<file path="src/rtl/div_control.sv">
// Sequencing controller for the shift-subtract divider: drives the Remainder register controls.
// Optional divide-by-zero short-cut enabled by defining DIV_ZERO_CHECK_EN.
module div_control #(
  parameter int ITER_N = 32
) (
  input  logic        clk,
  input  logic        Reset,
  input  logic        Start,
  input  logic [31:0] Divisor_in,
  output logic        W_ctrl,
  output logic        SLL_ctrl,
  output logic        SRL_ctrl,
  output logic        Ready,
  output logic        Busy,
  output logic [5:0]  Count,
  output logic        Div_zero
);

  typedef enum logic [2:0] {
    IDLE   = 3'd0,
    SHIFT0 = 3'd1,
    ITER   = 3'd2,
    FIX    = 3'd3,
    DONE   = 3'd4
  } state_t;

  localparam logic [5:0] LAST_ITER = 6'(ITER_N - 1);

  state_t state;
  logic   zero_req;

`ifdef DIV_ZERO_CHECK_EN
  assign zero_req = (Divisor_in == 32'd0);
`else
  logic divisor_unused;
  assign divisor_unused = ^Divisor_in;
  assign zero_req       = 1'b0;
`endif

  // Outputs are written together with the state they belong to, so they are
  // stable a full half-cycle before the Remainder register samples at negedge.
  always_ff @(posedge clk or posedge Reset) begin
    if (Reset) begin
      state    <= IDLE;
      W_ctrl   <= 1'b1;
      SLL_ctrl <= 1'b0;
      SRL_ctrl <= 1'b0;
      Ready    <= 1'b0;
      Busy     <= 1'b0;
      Count    <= 6'd0;
      Div_zero <= 1'b0;
    end else begin
      case (state)
        IDLE: begin
          if (Start) begin
            W_ctrl <= 1'b0;
            Count  <= 6'd0;
            if (zero_req) begin
              state    <= DONE;
              Ready    <= 1'b1;
              Div_zero <= 1'b1;
            end else begin
              state    <= SHIFT0;
              SLL_ctrl <= 1'b1;
              Busy     <= 1'b1;
            end
          end
        end
        SHIFT0: begin
          state <= ITER;
        end
        ITER: begin
          Count <= Count + 6'd1;
          if (Count == LAST_ITER) begin
            state    <= FIX;
            SLL_ctrl <= 1'b0;
            SRL_ctrl <= 1'b1;
          end
        end
        FIX: begin
          state    <= DONE;
          SRL_ctrl <= 1'b0;
          Busy     <= 1'b0;
          Ready    <= 1'b1;
        end
        DONE: begin
          state <= DONE;
        end
        default: begin
          state    <= IDLE;
          W_ctrl   <= 1'b1;
          SLL_ctrl <= 1'b0;
          SRL_ctrl <= 1'b0;
          Ready    <= 1'b0;
          Busy     <= 1'b0;
          Count    <= 6'd0;
          Div_zero <= 1'b0;
        end
      endcase
    end
  end

endmodule
</file>
<file path="config.mk">
export PLATFORM = sky130hd
export DESIGN_NAME = div_control
export DESIGN_NICKNAME = d
export VERILOG_FILES = /design/src/rtl/div_control.sv
export SDC_FILE = /design/constraint.sdc
export NUM_CORES = 1
export LEC_CHECK = 0
export ABC_AREA = 1
export BUFFER_PORTS_ARGS = -buffer_cell sky130_fd_sc_hd__buf_2
export CORE_MARGIN = 5
export CORE_UTILIZATION = 40
export CTS_BUF_LIST = sky130_fd_sc_hd__clkbuf_4 sky130_fd_sc_hd__clkbuf_8 sky130_fd_sc_hd__clkbuf_16
export CTS_CLUSTER_SIZE = 40
export DETAILED_ROUTE_END_ITERATION = 16
export PLACE_DENSITY_LB_ADDON = 0.1
export SLEW_MARGIN = 40
export SYNTH_ARGS = -nofsm -noshare
export SYNTH_HDL_FRONTEND = slang
export SYNTH_SLANG_ARGS = --single-unit
</file>
<file path="constraint.sdc">
create_clock -name clk -period 1.5 [get_ports clk]
set_input_delay 0.15 -clock clk [delete_from_list [all_inputs] [get_ports clk]]
set_output_delay 0.15 -clock clk [all_outputs]
set_load 0.1 [all_outputs]
</file>
# Word-level counts from Yosys, hierarchy flattened
# Index checks and enable logic that the tools add are counted.
op_classes:
  addsub: 1
  eq_ne: 7
  n_mux: 14
  bitwise_logic: 4
  reduce_logical: 13
ops:
  columns: ["op", "count"]
  rows:
  - ["one-hot mux 6 bit (3 select lines)", 1]
  - ["one-hot mux 3 bit (4 select lines)", 1]
  - ["AND reduction 2 bit", 5]
  - ["OR reduction 3 bit", 3]
  - ["one-hot mux 1 bit (2 select lines)", 4]
  - ["OR reduction 4 bit", 2]
  - ["adder 6 x 1 -> 6 bit, second input constant", 1]
  - ["equality test 3 x 2 -> 1 bit, second input constant", 2]
  - ["equality test 6 x 5 -> 1 bit, second input constant", 1]
  - ["2-to-1 mux 3 bit", 2]
  - ["2-to-1 mux 6 bit", 1]
  - ["2-to-1 mux 1 bit", 4]
  - ["!= test 2 bit, second input constant", 2]
  - ["inverter 1 bit", 4]
  - ["equality test 3 x 1 -> 1 bit, second input constant", 1]
  - ["equality test 3 bit, second input constant", 1]
  - ["logical NOT 3 bit", 1]
  - ["one-hot mux 1 bit (3 select lines)", 1]
  - ["AND reduction 3 bit", 1]
  - ["OR reduction 2 bit", 1]
word_totals:
  regBits: 14
  inputBits: 35
  output_inout_bits: 12
  word_cells: 46

# Logic depth before layout (Yosys ltp)
logic_depth:
  word_depth: 4
  mapped_depth: 7
  ltp_nobuf: 7

# Worst setup path after synthesis
# Ideal clock, no wire load.
synth_path:
  path_kind: "reg2reg"
  startpoint: "register Count[0]"
  endpoint: "register SLL_ctrl"
  setup_time_ns: 0.122
  arrival_time_ns: 1.765
  required_time_ns: 1.378
  slack_ns: -0.387
  stages_incl_launch_ff: 7
  n_path_buf: 0
  synth_period_minus_slack_ns: 1.887
  cell_sequence: "dfrtp_1 > ha_1 > nand3_1 > o21ai_2 > nand2_1 > nand2_1 > nand2_1"
synth_between:
  elab_chain_len: 3
synth_lines:
  columns: ["item", "line", "text"]
  rows:
  - ["from (decl)", "15", "output logic [5:0] Count,"]
  - ["from (signal assigned)", "73", "Count <= Count + 6'd1;"]
  - ["equality test 6 x 5 -> 1 bit", "74", "if (Count == LAST_ITER) begin"]
  - ["!= test 2 bit (no line)", null, null]
  - ["AND reduction 3 bit (no line)", null, null]
  - ["to (signal assigned)", "64", "SLL_ctrl <= 1'b1;"]
  - ["to (signal assigned)", "76", "SLL_ctrl <= 1'b0;"]
  - ["to (signal assigned)", "92", "SLL_ctrl <= 1'b0;"]
  - ["to (decl)", "11", "output logic SLL_ctrl,"]
# No other way between the ends.
# A chain may end at the register's enable or synchronous reset.

# Worst setup path in the final report
layout_path:
  startpoint: "register W_ctrl"
  endpoint: "output port W_ctrl"
layout_rtl:
  columns: ["item", "line", "text"]
  rows:
  - ["from (decl)", "10", "output logic W_ctrl,"]
  - ["from (signal assigned)", "45", "W_ctrl <= 1'b1;"]
  - ["from (signal assigned)", "56", "W_ctrl <= 1'b0;"]
  - ["from (signal assigned)", "91", "W_ctrl <= 1'b1;"]
# No word-level cell between the ends.

==> results.json <==
{
  "mappedNetlistArea_um2": 727,
  "rows": 15,
  "cts_root_buffer": "sky130_fd_sc_hd__clkbuf_4",
  "floorplan.die_area_um2": 2770,
  "power.total_mw": 2.26,
  "max_cap_viol_count": 0,
  "die_height_um": 52.6,
  "area_growth_syn_to_layout_pct": 19.4,
  "setup.worst_path.class": "flop to primary output",
  "mostFrequentLayoutCell": "sky130_fd_sc_hd__nand2_1",
  "final_min_period_over_clock_period": 0.919,
  "path_buf_inv": 1,
  "drt_drc_violations_left": 0,
  "routed.top_layer": "met4",
  "via_count_of_the_first_global_routing_pass": 587,
  "peak_per_stage_delay_on_the_critical_path_ps": 530,
  "cp_slowest_cell": "sky130_fd_sc_hd__dfstp_2",
  "tightest_slew_ps": 558,
  "syn_nets": 121,
  "max_clock_freq_ghz": 0.725,
  "post_route_cells_drive_above_1_share": 0.343,
  "drtAntennaViolNets": 0,
  "clk_path_buf_depth": 2,
  "fin_nets": 139,
  "floorplan.core_area_um2": 1730,
  "clock_insertion_delay_worst_skew_ps": 280,
  "cts_sinks": 14,
  "hold-path-endpoint": "SLL_ctrl",
  "min_period_ps": 1380,
  "overflow": 0,
  "launching_element_type_of_the_critical_path": "flop",
  "tns_ps": 0,
  "worst_ir_drop_vdd_v": 0.00172,
  "dp.final_hpwl_um": 1090,
  "detail_route.first_pass.iterations": 1,
  "met3WireLength_um": 47,
  "number_of_drc_markers_after_the_initial_detailed_route_iteration": 0,
  "synth_seq_cells": 14,
  "reg2regPathDepth": 4,
  "final_cells": 127,
  "p_leak_nw": 0.437,
  "cp_max_fo": 2,
  "rsz0062_at_grt": "no",
  "grt_max_degree": 15,
  "count_of_input_and_output_buffers": 13,
  "syn-instance-count": 85,
  "floorplan.initialDensity": 0.421,
  "postCtsSetupRepairBufs": 0,
  "post_drt_via_cell_ratio": 4.60,
  "placer_congestion": 0.773,
  "synth_area_per_cell_um2": 8.55,
  "worst_setup_path_end_kind": "primary output",
  "leading_cell_types_by_total_area_after_synthesis": "sky130_fd_sc_hd__dfrtp_1, sky130_fd_sc_hd__nand2_1, sky130_fd_sc_hd__nor2_4",
  "clock_tree.htree_level_count": 1,
  "synth_warn": 0,
  "min_path_type": "input pin to flop",
  "cp.required_ps": 1350,
  "postRouteWirelength_um": 1450,
  "outcome": "finished, final reports clean",
  "worst_path_dominant_cell_family": "flip-flops",
  "whs_path_depth": 3,
  "cts_tree": "done",
  "worstReg2RegEnd": "Count[2]",
  "setup_viol": 0,
  "yosysSeqAreaShare": 0.484,
  "yosys.cell_types.count": 20,
  "p_per_area_nw_per_um2": 2610,
  "floorplan_die_width_um": 52.6,
  "worst_setup_hold_path_clk_slew_ps": 80,
  "fin_skew_ps": 2.47,
  "reg2reg_from": "Count[0]",
  "layout_common_cells": "sky130_fd_sc_hd__nand2_1, sky130_fd_sc_hd__buf_2, sky130_fd_sc_hd__inv_1",
  "drv_slew": 0,
  "synth_top_area_cell": "sky130_fd_sc_hd__dfrtp_1",
  "initial_antenna_violation_count": 0,
  "routed-wl-met2_um": 656,
  "final-hold-violation-count": 0,
  "grt_usage": 0.127,
  "vias": 584,
  "holdCritStartpoint": "Start",
  "tritoncts.num_buffers": 3,
  "antenna-diode-count": 0,
  "timing.critical_path.arrival_ps": 1230,
  "io-pin-count": 47,
  "yosysTopAreaCellShare": 0.448,
  "routed_metal_1_wire_length_um": 691,
  "max-slew-margin-rel": 0.628,
  "place.detailed.instances": 122,
  "crit_path_cell_trace": "buf_2",
  "route.detailed.wl_per_inst_um": 11.4,
  "slack_of_the_worst_reg_to_reg_path_ps": 230,
  "grt_pass1_wl_um": 2460
}
cell type report:
| type | count | area [um2] |
|---|---|---|
| clock buffer | 4 | 30.0 |
| tap | 25 | 31.3 |
| sequential | 14 | 364 |
| multi-input combinational | 59 | 327 |
| fill | 177 | 858 |
| inverter | 11 | 41.3 |
| timing repair buffer | 14 | 75.1 |
where the power goes:
group / switching, mW / leakage [nW] / internal, mW
Sequential: 0.126 / 0.171 / 0.529
Combinational: 1.08 / 0.248 / 0.289
Clock: 0.123 / 0.0184 / 0.121
Total: 1.33 / 0.437 / 0.939
metrics by stage:
stage | utilization | setup slack (ps) | instance area, um2 | hold WS, ps
floorplan | - | 71.8 | 739 | 38.3
global placement | 0.480 | 243 | 828 | 230
detailed placement | 0.480 | 241 | 828 | 239
CTS | 0.503 | 106 | 868 | 184
global route | 0.503 | 79.0 | 868 | 203
finish | 0.503 | 121 | 868 | 195
cells by family after synthesis:
kind of cell               after synthesis  synth area share
buffers and inverters                   12            0.0671
DFF                                     14             0.484
adders and majority gates                1            0.0172
and+or+nand+nor                         42             0.313
other                                    1           0.00516
xor gates and xnor gates                 1            0.0121
AOI/OAI and AO/OA                       14             0.102
state kept, by name, summed over array words and instances (netlist names):
signal / flops
state: 3
W_ctrl: 1
Ready: 1
SLL_ctrl: 1
Count: 6
SRL_ctrl: 1
Busy: 1
synth_stat cells:
master / instances
sky130_fd_sc_hd__dfstp_2: 1
sky130_fd_sc_hd__a21oi_1: 5
sky130_fd_sc_hd__o21ai_2: 1
sky130_fd_sc_hd__inv_2: 1
sky130_fd_sc_hd__inv_1: 10
sky130_fd_sc_hd__conb_1: 1
sky130_fd_sc_hd__nand2_1: 21
sky130_fd_sc_hd__ha_1: 1
sky130_fd_sc_hd__nand2_2: 3
sky130_fd_sc_hd__nor2_4: 4
sky130_fd_sc_hd__nand4_1: 1
sky130_fd_sc_hd__dfrtp_1: 13
sky130_fd_sc_hd__or2_2: 1
sky130_fd_sc_hd__buf_4: 1
sky130_fd_sc_hd__nor3b_1: 1
sky130_fd_sc_hd__nor2_1: 4
sky130_fd_sc_hd__nand3_1: 6
sky130_fd_sc_hd__o21ai_0: 8
sky130_fd_sc_hd__nor2_8: 1
sky130_fd_sc_hd__xor2_1: 1
worst max path at each step:
stage	start	to	slack, ps	depth (start not counted)
finish	W_ctrl	W_ctrl	120	1
global route	W_ctrl	W_ctrl	80	1
CTS	W_ctrl	W_ctrl	110	1
detailed placement	Count[0]	state[0]	240	4
global placement	Count[0]	SLL_ctrl	240	6
floorplan	Count[0]	SLL_ctrl	70	6
routing by layer:
layer / track usage / vias up
li1: - / 302
met1: 0.141 / 264
met2: 0.198 / 13
met3: 0.0370 / 5
met4: 0.102 / 0
met5: 0 / -
what timing repair did:
| action | in CTS | in global routing |
|---|---|---|
| hold endpoints to repair | 13 | 0 |
| resized for setup | 0 | 0 |
| hold buffers | 1 | 0 |
No activity file was read; power rests on OpenSTA's default activity.
